`src/rtl/mem_arb_pkg.sv`:
```
// Shared types and constants for the IF/DM memory port arbiter.
// Imported by mem_arb_lat_cnt and mem_port_arbiter.
package mem_arb_pkg;

    typedef enum logic {S_IDLE, S_BUSY} arb_state_e;
    typedef enum logic {OWN_IF, OWN_DM} arb_owner_e;

    // Counter width: latency values up to 15 fit.
    localparam int CNT_W = 4;

endpackage

```
`src/rtl/mem_arb_lat_cnt.sv`:
```
// Memory latency counter for the arbiter.
// Load on issue, count down while busy, and flag zero on the response cycle.
module mem_arb_lat_cnt
    import mem_arb_pkg::*;
(
    input  logic             clk,
    input  logic             reset,
    input  logic             load,
    input  logic [CNT_W-1:0] load_val,
    input  logic             dec,
    output logic [CNT_W-1:0] cnt,
    output logic             zero
);

    // NOTE: sequential state uses non-blocking assignments so every flop samples pre-edge values.
    always_ff @(posedge clk) begin
        if (reset) begin
            cnt <= '0;
        end else if (load) begin
            cnt <= load_val;
        end else if (dec) begin
            cnt <= cnt - 1'b1;
        end
    end

    assign zero = (cnt == '0);

endmodule

```
`src/rtl/mem_port_arbiter.sv`:
```
// Shares one fixed-latency single-port memory between fetch (IF) and data (DM); DM wins ties.
// Optional IF anti-starvation guard: define MEM_ARB_STARVE_GUARD_EN.
module mem_port_arbiter
    import mem_arb_pkg::*;
#(
    parameter int ADDR_W     = 64,
    parameter int DATA_W     = 64,
    parameter int MEM_LAT    = 2,
    parameter int STARVE_MAX = 4
) (
    input  logic              clk,
    input  logic              reset,
    input  logic              if_req,
    input  logic [ADDR_W-1:0] if_addr,
    output logic              if_gnt,
    output logic              if_rvalid,
    output logic [DATA_W-1:0] if_rdata,
    input  logic              dm_req,
    input  logic              dm_we,
    input  logic [ADDR_W-1:0] dm_addr,
    input  logic [DATA_W-1:0] dm_wdata,
    output logic              dm_gnt,
    output logic              dm_rvalid,
    output logic              dm_wdone,
    output logic [DATA_W-1:0] dm_rdata,
    output logic              mem_re,
    output logic              mem_we,
    output logic [ADDR_W-1:0] mem_addr,
    output logic [DATA_W-1:0] mem_wdata,
    input  logic [DATA_W-1:0] mem_rdata,
    output logic              busy
);

    localparam logic [CNT_W-1:0] LAT_LOAD = CNT_W'(MEM_LAT - 1);

    arb_state_e       state;
    arb_owner_e       owner;
    logic             own_we;
    logic [CNT_W-1:0] cnt;
    logic             cnt_zero;
    logic             can_grant;
    logic             resp;
    logic             force_if;
    logic             pick_dm;
    logic             pick_if;
    logic             any_gnt;

    mem_arb_lat_cnt u_lat_cnt (
        .clk      (clk),
        .reset    (reset),
        .load     (any_gnt),
        .load_val (LAT_LOAD),
        .dec      (state == S_BUSY && !cnt_zero),
        .cnt      (cnt),
        .zero     (cnt_zero)
    );

    // Reset masks everything so no output moves while reset is high.
    assign resp      = !reset && (state == S_BUSY) && cnt_zero;
    assign can_grant = !reset && ((state == S_IDLE) || ((state == S_BUSY) && cnt_zero));

`ifdef MEM_ARB_STARVE_GUARD_EN
    logic [CNT_W-1:0] starve_cnt;

    assign force_if = if_req && (starve_cnt == CNT_W'(STARVE_MAX));

    always_ff @(posedge clk) begin
        if (reset) begin
            starve_cnt <= '0;
        end else if (if_gnt) begin
            starve_cnt <= '0;
        end else if (dm_gnt && if_req) begin
            starve_cnt <= starve_cnt + 1'b1;
        end
    end
`else
    assign force_if = 1'b0;
`endif

    assign pick_dm = dm_req && !force_if;
    assign pick_if = if_req && !pick_dm;
    assign dm_gnt  = can_grant && pick_dm;
    assign if_gnt  = can_grant && pick_if;
    assign any_gnt = dm_gnt || if_gnt;

    assign mem_re = if_gnt || (dm_gnt && !dm_we);
    assign mem_we = dm_gnt && dm_we;

    // NOTE: every always_comb output gets a default first, so no path can infer a latch.
    always_comb begin
        mem_addr  = '0;
        mem_wdata = '0;
        if (dm_gnt) begin
            mem_addr  = dm_addr;
            mem_wdata = dm_we ? dm_wdata : '0;
        end else if (if_gnt) begin
            mem_addr = if_addr;
        end
    end

    assign if_rvalid = resp && (owner == OWN_IF);
    assign dm_rvalid = resp && (owner == OWN_DM) && !own_we;
    assign dm_wdone  = resp && (owner == OWN_DM) && own_we;
    assign if_rdata  = if_rvalid ? mem_rdata : '0;
    assign dm_rdata  = dm_rvalid ? mem_rdata : '0;
    assign busy      = !reset && (state == S_BUSY);

    // A grant in the response cycle keeps the port busy for back-to-back issue.
    always_ff @(posedge clk) begin
        if (reset) begin
            state  <= S_IDLE;
            owner  <= OWN_IF;
            own_we <= 1'b0;
        end else if (any_gnt) begin
            state  <= S_BUSY;
            owner  <= dm_gnt ? OWN_DM : OWN_IF;
            own_we <= dm_gnt && dm_we;
        end else if (resp) begin
            state <= S_IDLE;
        end
    end

endmodule

```
`config.mk`:
```
export PLATFORM = sky130hd
export DESIGN_NAME = mem_port_arbiter
export DESIGN_NICKNAME = d
export VERILOG_FILES = /design/src/rtl/mem_arb_pkg.sv /design/src/rtl/mem_arb_lat_cnt.sv /design/src/rtl/mem_port_arbiter.sv
export SDC_FILE = /design/constraint.sdc
export NUM_CORES = 1
export LEC_CHECK = 0
export ABC_AREA = 1
export BUFFER_PORTS_ARGS = -buffer_cell sky130_fd_sc_hd__buf_2
export CAP_MARGIN = 10
export CORE_AREA = 4 4 202 204
export DETAILED_ROUTE_END_ITERATION = 7
export DIE_AREA = 0 0 206 208
export GPL_TIMING_DRIVEN = 0
export PLACE_DENSITY_LB_ADDON = 0.1
export SLEW_MARGIN = 20
export SYNTH_ARGS = -nofsm -noshare
export SYNTH_HDL_FRONTEND = slang
export SYNTH_SLANG_ARGS = --single-unit
```
`constraint.sdc`:
```
create_clock -name clk -period 1.65 [get_ports clk]
set_input_delay 0 -clock clk [delete_from_list [all_inputs] [get_ports clk]]
set_output_delay 0 -clock clk [all_outputs]
set_load 0.01 [all_outputs]
```
Yosys cells after proc, flatten, opt, wreduce, memory -nomap -nowiden --
Index checks and enable logic that the tools add are counted.
Storage, ports and cells: register bits after elaboration 7, input bits 261, output and inout bits 264, logic and storage cells 45
Cells by class: add/subtract/negate cells 1, multiplexer cells 11, bitwise gates (word level) 2, reduce and logical (&&, ||, !) cells 26
Operators with widths (number):
- 64-bit 2-to-1 mux | 6
- 1-bit logical AND | 14
- 1-bit zero test | 5
- 1-bit 2-to-1 mux | 5
- 4-bit zero test | 1
- 2-bit nonzero test | 2
- 4-bit by 1-bit subtractor with 4-bit output (second input constant) | 1
- 1-bit logical OR | 3
- 1-bit NOT | 2
- 2-bit OR reduction | 1

Depth between registers and ports, before layout --
Gate-level depths: netlist of run 1.
depth in word-level cells 7, depth in mapped cells 10, depth with buffers taken out 9

Modules after synthesis --
A second synthesis of run 1 with hierarchy kept.
Second synthesis, totals: cells, all modules 629, area, all modules 2623.8 µm²
Modules (own cells, without submodules):
- mem_port_arbiter | times used 1, cells each 589, area an instance 2371.0 µm², seq. area each 60.1 µm²
- mem_arb_lat_cnt | times used 1, cells each 40, area an instance 252.7 µm², seq. area each 80.1 µm²

Worst setup path before layout of run 1 --
No wires, ideal clock.
path type reg-to-reg, start point reg u_lat_cnt.cnt[0], end point reg owner, arrival 1311 ps, required time 1534 ps, setup slack 222 ps, cell stages (with the launch flop) 9, path buffers 2, clock period less this slack 1428 ps, path through dfxtp_1 > inv_1 > ha_1 > nand2_1 > nand2_2 > nand3_2 > buf_2 > buf_2 > nand2_1
On the way: longest elaborated chain between the ends 6
RTL lines:
- start: declaration | RTL line mem_arb_lat_cnt.sv:11 | output logic [CNT_W-1:0] cnt,
- start signal: assignment | RTL line mem_arb_lat_cnt.sv:20 | cnt <= load_val;
- start signal: assignment | RTL line mem_arb_lat_cnt.sv:22 | cnt <= cnt - 1'b1;
- 4-bit zero test (*) | RTL line mem_arb_lat_cnt.sv:26 | assign zero = (cnt == '0);
- 1-bit logical AND (*) | RTL line mem_port_arbiter.sv:60 | assign can_grant = !reset && ((state == S_IDLE) || ((state == S_BUSY) && cnt_zero));
- 1-bit logical OR (*) | RTL line mem_port_arbiter.sv:60
- 1-bit logical AND (*) | RTL line mem_port_arbiter.sv:60
- 1-bit logical AND, on equally long branches | RTL line mem_port_arbiter.sv:82, mem_port_arbiter.sv:83
- 1-bit 2-to-1 mux or 1-bit logical OR (tied branches) | RTL line mem_port_arbiter.sv:116, mem_port_arbiter.sv:84
- end signal: assignment | RTL line mem_port_arbiter.sv:116 | owner <= dm_gnt ? OWN_DM : OWN_IF;
- end: declaration | RTL line mem_port_arbiter.sv:37 | arb_owner_e owner;
Mark *: on every way between the ends. The rest lies on a longest branch, timed or not. A chain may end at the register's enable or synchronous reset.

Worst setup path in the final report of run 1 --
start point reg u_lat_cnt.cnt[0], end point out mem_addr[37]
On the way: longest elaborated chain between the ends 7
RTL lines:
- 4-bit zero test (*) | RTL line mem_arb_lat_cnt.sv:26
- 1-bit logical AND (*) | RTL line mem_port_arbiter.sv:60
- 1-bit logical OR (*) | RTL line mem_port_arbiter.sv:60
- 1-bit logical AND (*) | RTL line mem_port_arbiter.sv:60
- 1-bit logical AND | RTL line mem_port_arbiter.sv:83 | assign if_gnt = can_grant && pick_if;
- 64-bit 2-to-1 mux | RTL line mem_port_arbiter.sv:96 | end else if (if_gnt) begin
- 64-bit 2-to-1 mux (*) | RTL line mem_port_arbiter.sv:93 | if (dm_gnt) begin
- end: declaration | RTL line mem_port_arbiter.sv:28 | output logic [ADDR_W-1:0] mem_addr,
Marked as above.

==> reports/metrics.cfg, run 1 <==
[synthesis]
ys_ff_latch = 7
yosysUniqueCellTypes = 18
synth_fa_ha_area_frac = 0.00458
synth-simple-area-share = 0.719
synth_area_leaders = nand2_1, nor2_1, nor2_2
synth_top_flop_cell = dfxtp_1
yosysSeqAreaShare = 0.0513
synth_mux_area_frac = 0
yosysWarnings = 0
synth_top_cell_by_area = nand2_1
async_reset_ff_frac = 0
synthCells = 619
synthXorXnorAreaFrac = 0
yosysMostFrequentCell = nand2_1
syn_nets = 881
synth_top_area_frac = 0.371
synthTopCellsByCount = nand2_1, nor2_1, inv_1
synth_top_family_by_area = simple AND/OR/NAND/NOR gates
syn_area_sq_um = 2730
avgSynthCellArea_sq_um = 4.42
synth_compound_area_frac = 0.0137
synth_edf_count = 0

[clock_network]
cts_buffer_depth = 2
clk_latency_ns = 0.23
cts.clk_slew.worst_paths_ns = 0.04
htree_levels = 1
tritoncts.num_buffers = 3
cts-root-buf = clkbuf_16
cts_sinks = 7
cts_tree = yes
postCtsHoldBufs = 0

[grt]
antenna_found_initial = 4
met1_usage = 0.0969
top_usage_layer = met2
track_usage = 0.104
use_met2 = 0.223
grtUsageMet3 = 0.0259
grt_pass1_vias = 5689
gr-total-overflow = 0
grt_pass1_wl_microns = 34300
grt_max_degree = 11

[outcome]
status = complete, but fails checks
violations = negative setup slack

[route]
wl_per_cell_microns = 15.3
routed_wl_microns = 26100
drtIter0Drc = 137
firstDrtPassIters = 6
drc_errors = 0
vias = 5747
vias_per_cell = 3.37
postRouteAntennaNets = 0

[floorplanning]
die_w_microns = 206
design.core.area_sq_um = 39300
io_pins = 525
start_util = 0.0696
die_area_sq_um = 42800
row_count = 73
fp.dieH_microns = 208

[sta]
finalCritPeriodShare = 1.05
skew_ns = 0.00170
layout_setup_ws_ns = -0.0882
drv_slew = 0
period_needed_ns = 1.74
rsz0062_at_grt = yes
worstMarginPinSlew_ns = 0.660
hold_violations = 0
fmax_mhz = 575
setup_violations = 142
tns_ns = -5.80
relSlewSlack = 0.560

[power]
p_per_area_nw_per_um2 = 293
p_leak_nw = 4.93
total_power_w = 0.00227
peakVddDrop_v = 0.000257

[layout]
nets = 1442
drive_gt1_frac = 0.645
area_growth_pct = 184

[placement]
numPortBuffers = 523
finalWeightedCongestion = 0.795
dp_hpwl_microns = 22000

[setup_path]
worst_setup_path_end_kind = output port
cp-start-kind = flop
critical_path_class = reg -> out
timing.rr.start = u_lat_cnt.cnt[0]
r2r_cells = 9
required_ns = 1.65
cp-endpoint = mem_addr[37]
cp_data_arrival_time_ns = 1.74
regToRegSetupSlack_ns = 0.17
path_max_fanout = 6
critical_path.startpoint = u_lat_cnt.cnt[0]
r2r-end = u_lat_cnt.cnt[1]

[flow_run]
maxCapViolations = 0

[min_path]
hold_path_class = in -> reg

cells by family (layout without fill, tap and decap cells):
logic type | Yosys count | count (layout)
flip-flops | 7 | 7
AO/OA/AOI/OAI | 7 | 7
other | 0 | 1
buffers and inverters | 122 | 682
adder cells (fa/ha/maj) | 1 | 1
AND/OR/NAND/NOR | 482 | 482
flip-flops by register name, indices dropped and copies added (netlist names):
signal / cells
u_lat_cnt.cnt: 4
own_we: 1
owner: 1
state: 1
cell type report:
type / instances / area (sq um)
Fill cell: 4565 / 31500
Multi-Input combinational cell: 490 / 2550
Timing Repair Buffer: 556 / 3460
Clock buffer: 4 / 78.8
Buffer: 41 / 531
Antenna cell: 1 / 2.50
Tap cell: 525 / 657
Sequential cell: 7 / 148
Inverter: 81 / 327
worst max-delay path, cell delays in order, from the launching register on:
cell	delay, ns
dfxtp_2	0.31
inv_2	0.07
ha_4	0.15
nand2_4	0.05
nand2_4	0.09
nand3_4	0.15
clkinv_8	0.13
buf_12	0.14
clkbuf_16	0.16
nand2_4	0.04
nand2_1	0.05
buf_2	0.13
report_power, final:
group	leakage (nW)	switching, W	total (W)	internal, W
Sequential	0.0594	0.0000137	0.000196	0.000182
Combinational	4.83	0.000855	0.00165	0.000798
Clock	0.0382	0.0000980	0.000420	0.000322
Total	4.93	0.000966	0.00227	0.00130
worst min path at each step:
stage / start / end / slack, ns / depth (start not counted)
after floorplan: reset / busy / 0.04 / 1
after global placement: reset / state / 0.23 / 2
after detailed placement: reset / state / 0.23 / 2
after CTS: reset / state / 0.0008 / 2
after global routing: reset / u_lat_cnt.cnt[0] / 0.03 / 2
final: reset / state / 0.003 / 2
layout by cell type, fill, tap and decap left out, types with 2 or more instances in the layout:
cell	count
inv_6	2
nand3_4	3
dfxtp_2	3
clkbuf_1	8
buf_2	472
inv_1	74
nand3_1	4
a21oi_1	3
nand2_4	38
buf_12	17
buf_8	6
clkbuf_16	15
buf_4	22
o21ai_0	3
nand2_1	180
nand2_2	53
nor2_4	13
nor2_1	142
nor2_2	48
buf_6	58
inv_2	4
dfxtp_1	3
repair_timing:
action	in CTS	in global routing
endpoints found under the setup margin	254	251
resized for setup	165	149
cloned	4	12
buffers inserted	14	5
pin swaps	33	35
stage by stage:
step           utilization  instance area [sq um]  std cells  worst slack [ns]  hold WS [ns]
2_1_floorplan            -                   2730        619             0.222        0.0380
3_3_place_gp         0.153                   6010       1667            -0.368         0.233
3_5_place_dp         0.153                   6010       1667            -0.314         0.234
4_1_cts              0.175                   6890       1689            -0.145      0.000778
5_1_grt              0.197                   7750       1705            -0.176        0.0278
6_report             0.197                   7750       1705           -0.0882       0.00313
routing by layer:
| layer | wire, microns | share of wire |
|---|---|---|
| met2 | 14500 | 0.56 |
| met3 | 2410 | 0.092 |
| met4 | 403 | 0.015 |
| met5 | 0 | 0 |
| met1 | 8750 | 0.34 |
Power figures use the tool's default switching activity.
==> run 2: changes to the inputs <==
==> constraint.sdc (replaced) <==
create_clock -name clk -period 1.7 [get_ports clk]
set_input_delay 0 -clock clk [delete_from_list [all_inputs] [get_ports clk]]
set_output_delay 0 -clock clk [all_outputs]
set_load 0.01 [all_outputs]
==> run 2 against run 1 <==
Compared with the run above:
- the run ends with negative hold slack, negative setup slack left
- clock skew about the same
- critical endpoint unchanged
- routed wire length decreased by 2.1%
- design area decreased by 3.7%
- highest routed layer unchanged
- die area unchanged
- critical path type unchanged
==> reports/metrics.cfg, run 2 (synthesized netlist as in run 1, its figures left out) <==
[grt]
grt_max_degree = 11
antenna_found_initial = 4
grt_pass1_wl_microns = 34200
grt_pass1_vias = 5693
gr-total-overflow = 0
track_usage = 0.104

[setup_path]
critical_path_class = reg -> out
cp_data_arrival_time_ns = 1.75
worst_setup_path_end_kind = output port
regToRegSetupSlack_ns = 0.20
required_ns = 1.70
timing.rr.start = u_lat_cnt.cnt[0]
cp-start-kind = flop
path_max_fanout = 5
r2r-end = u_lat_cnt.cnt[1]
r2r_cells = 9

[layout]
area_growth_pct = 173
largest_register_ffs = 4
regMostFlops = u_lat_cnt.cnt
utilization = 0.190
fin_cells = 1699
drive_gt1_frac = 0.645
nets = 1434
layout_common_cells = buf_2, nand2_1, nor2_1
final_common_cell = buf_2

[placement]
dp_cells = 1667
numPortBuffers = 523
dp_hpwl_microns = 22000
finalWeightedCongestion = 0.795

[route]
wl_per_cell_microns = 15.0
drtIter0Drc = 125
vias = 5674
firstDrtPassIters = 4
routed_wl_microns = 25600
vias_per_cell = 3.34
postRouteAntennaNets = 0
drc_errors = 0

[clock_network]
cts_tree = yes
cts_buffer_depth = 2
cts-root-buf = clkbuf_16
cts_sinks = 7
htree_levels = 1
cts.clk_slew.worst_paths_ns = 0.04
tritoncts.num_buffers = 3
clk_latency_ns = 0.23

[power]
comb_power_share = 0.724
p_per_area_nw_per_um2 = 290
p_int_w = 0.00124
p_clk_frac = 0.189
p_sw_frac = 0.427
p_leak_nw = 4.79
switching_power_w = 0.000924
power_frac_seq = 0.088
peakVddDrop_v = 0.000249

[min_path]
holdPathEnd = state
hold_path_depth = 2
hold_path_class = in -> reg
hp-start = reset

[sta]
layout_setup_ws_ns = -0.0470
finalCritPeriodShare = 1.03
setup_violations = 32
period_needed_ns = 1.75
fmax_mhz = 572
worstMarginPinSlew_ns = 0.641
tns_ns = -0.614
rsz0062_at_grt = yes
drv_slew = 0
timing.hold.ws_ns = -0.0169
skew_ns = 0.00172
hold_violations = 2
relSlewSlack = 0.573

[flow_run]
maxCapViolations = 0

[floorplanning]
start_util = 0.0696
design.core.area_sq_um = 39300
row_count = 73
fp.dieH_microns = 208
io_pins = 525
die_w_microns = 206
die_area_sq_um = 42800

[outcome]
status = complete, but fails checks
violations = negative hold slack, negative setup slack

## run 2: stage by stage
step	worst slack [ns]	instance area, sq um	power [W]
2_1_floorplan	0.272	2730	0.000706
3_3_place_gp	-0.318	6010	0.00140
3_5_place_dp	-0.264	6010	0.00139
4_1_cts	-0.101	6700	0.00199
5_1_grt	-0.138	7470	0.00233
6_report	-0.0470	7470	0.00217
## run 2: cell type report
cell class                 instances  area (sq um)
inverter                          81           327
timing repair buffer             548          3250
sequential                         7           146
buffer                            41           482
clock buffer                       4          78.8
tap                              525           657
multi-input combinational        490          2520
fill                            4592         31800
antenna                            3          7.51
## run 2: worst max-delay path, cell delays in order (launching register included)
cell	delay, ns
dfxtp_2	0.31
inv_2	0.07
ha_4	0.16
nand2_4	0.05
nand2_4	0.09
nand3_4	0.15
clkinv_8	0.12
buf_12	0.14
clkbuf_16	0.16
nand2_4	0.05
nand2_1	0.05
buf_2	0.13
## run 2: routing by layer
metal | vias to the layer above | global-route usage | share of wire
li1 | 2866 | - | -
met1 | 2477 | 0.0974 | 0.34
met2 | 313 | 0.222 | 0.55
met3 | 18 | 0.0254 | 0.095
met4 | 0 | 0.0163 | 0.018
met5 | - | 0 | 0
## run 2: what timing repair did
item / CTS / global route
resized for setup: 121 / 172
hold endpoints to repair: 2 / 0
cloned: 3 / 7
pin swaps: 30 / 34
setup endpoints to repair: 254 / 199
setup buffers: 13 / 5
## run 2: worst max path at each step
stage                     startpoint  slack, ns            end
global route        u_lat_cnt.cnt[0]      -0.14  mem_wdata[11]
detailed placement  u_lat_cnt.cnt[0]      -0.26   mem_addr[61]
floorplan           u_lat_cnt.cnt[0]       0.27          owner
finish              u_lat_cnt.cnt[0]      -0.05   mem_addr[37]
global placement    u_lat_cnt.cnt[0]      -0.32   mem_addr[61]
CTS                 u_lat_cnt.cnt[1]      -0.10   mem_addr[46]
## run 2: power groups by stage
stage,Clock [W],Combinational [W],Sequential (W)
floorplan,0,0.000520,0.000186
global placement,0,0.00121,0.000190
detailed placement,0,0.00120,0.000190
CTS,0.000417,0.00139,0.000190
global route,0.000427,0.00171,0.000192
finish,0.000408,0.00157,0.000190
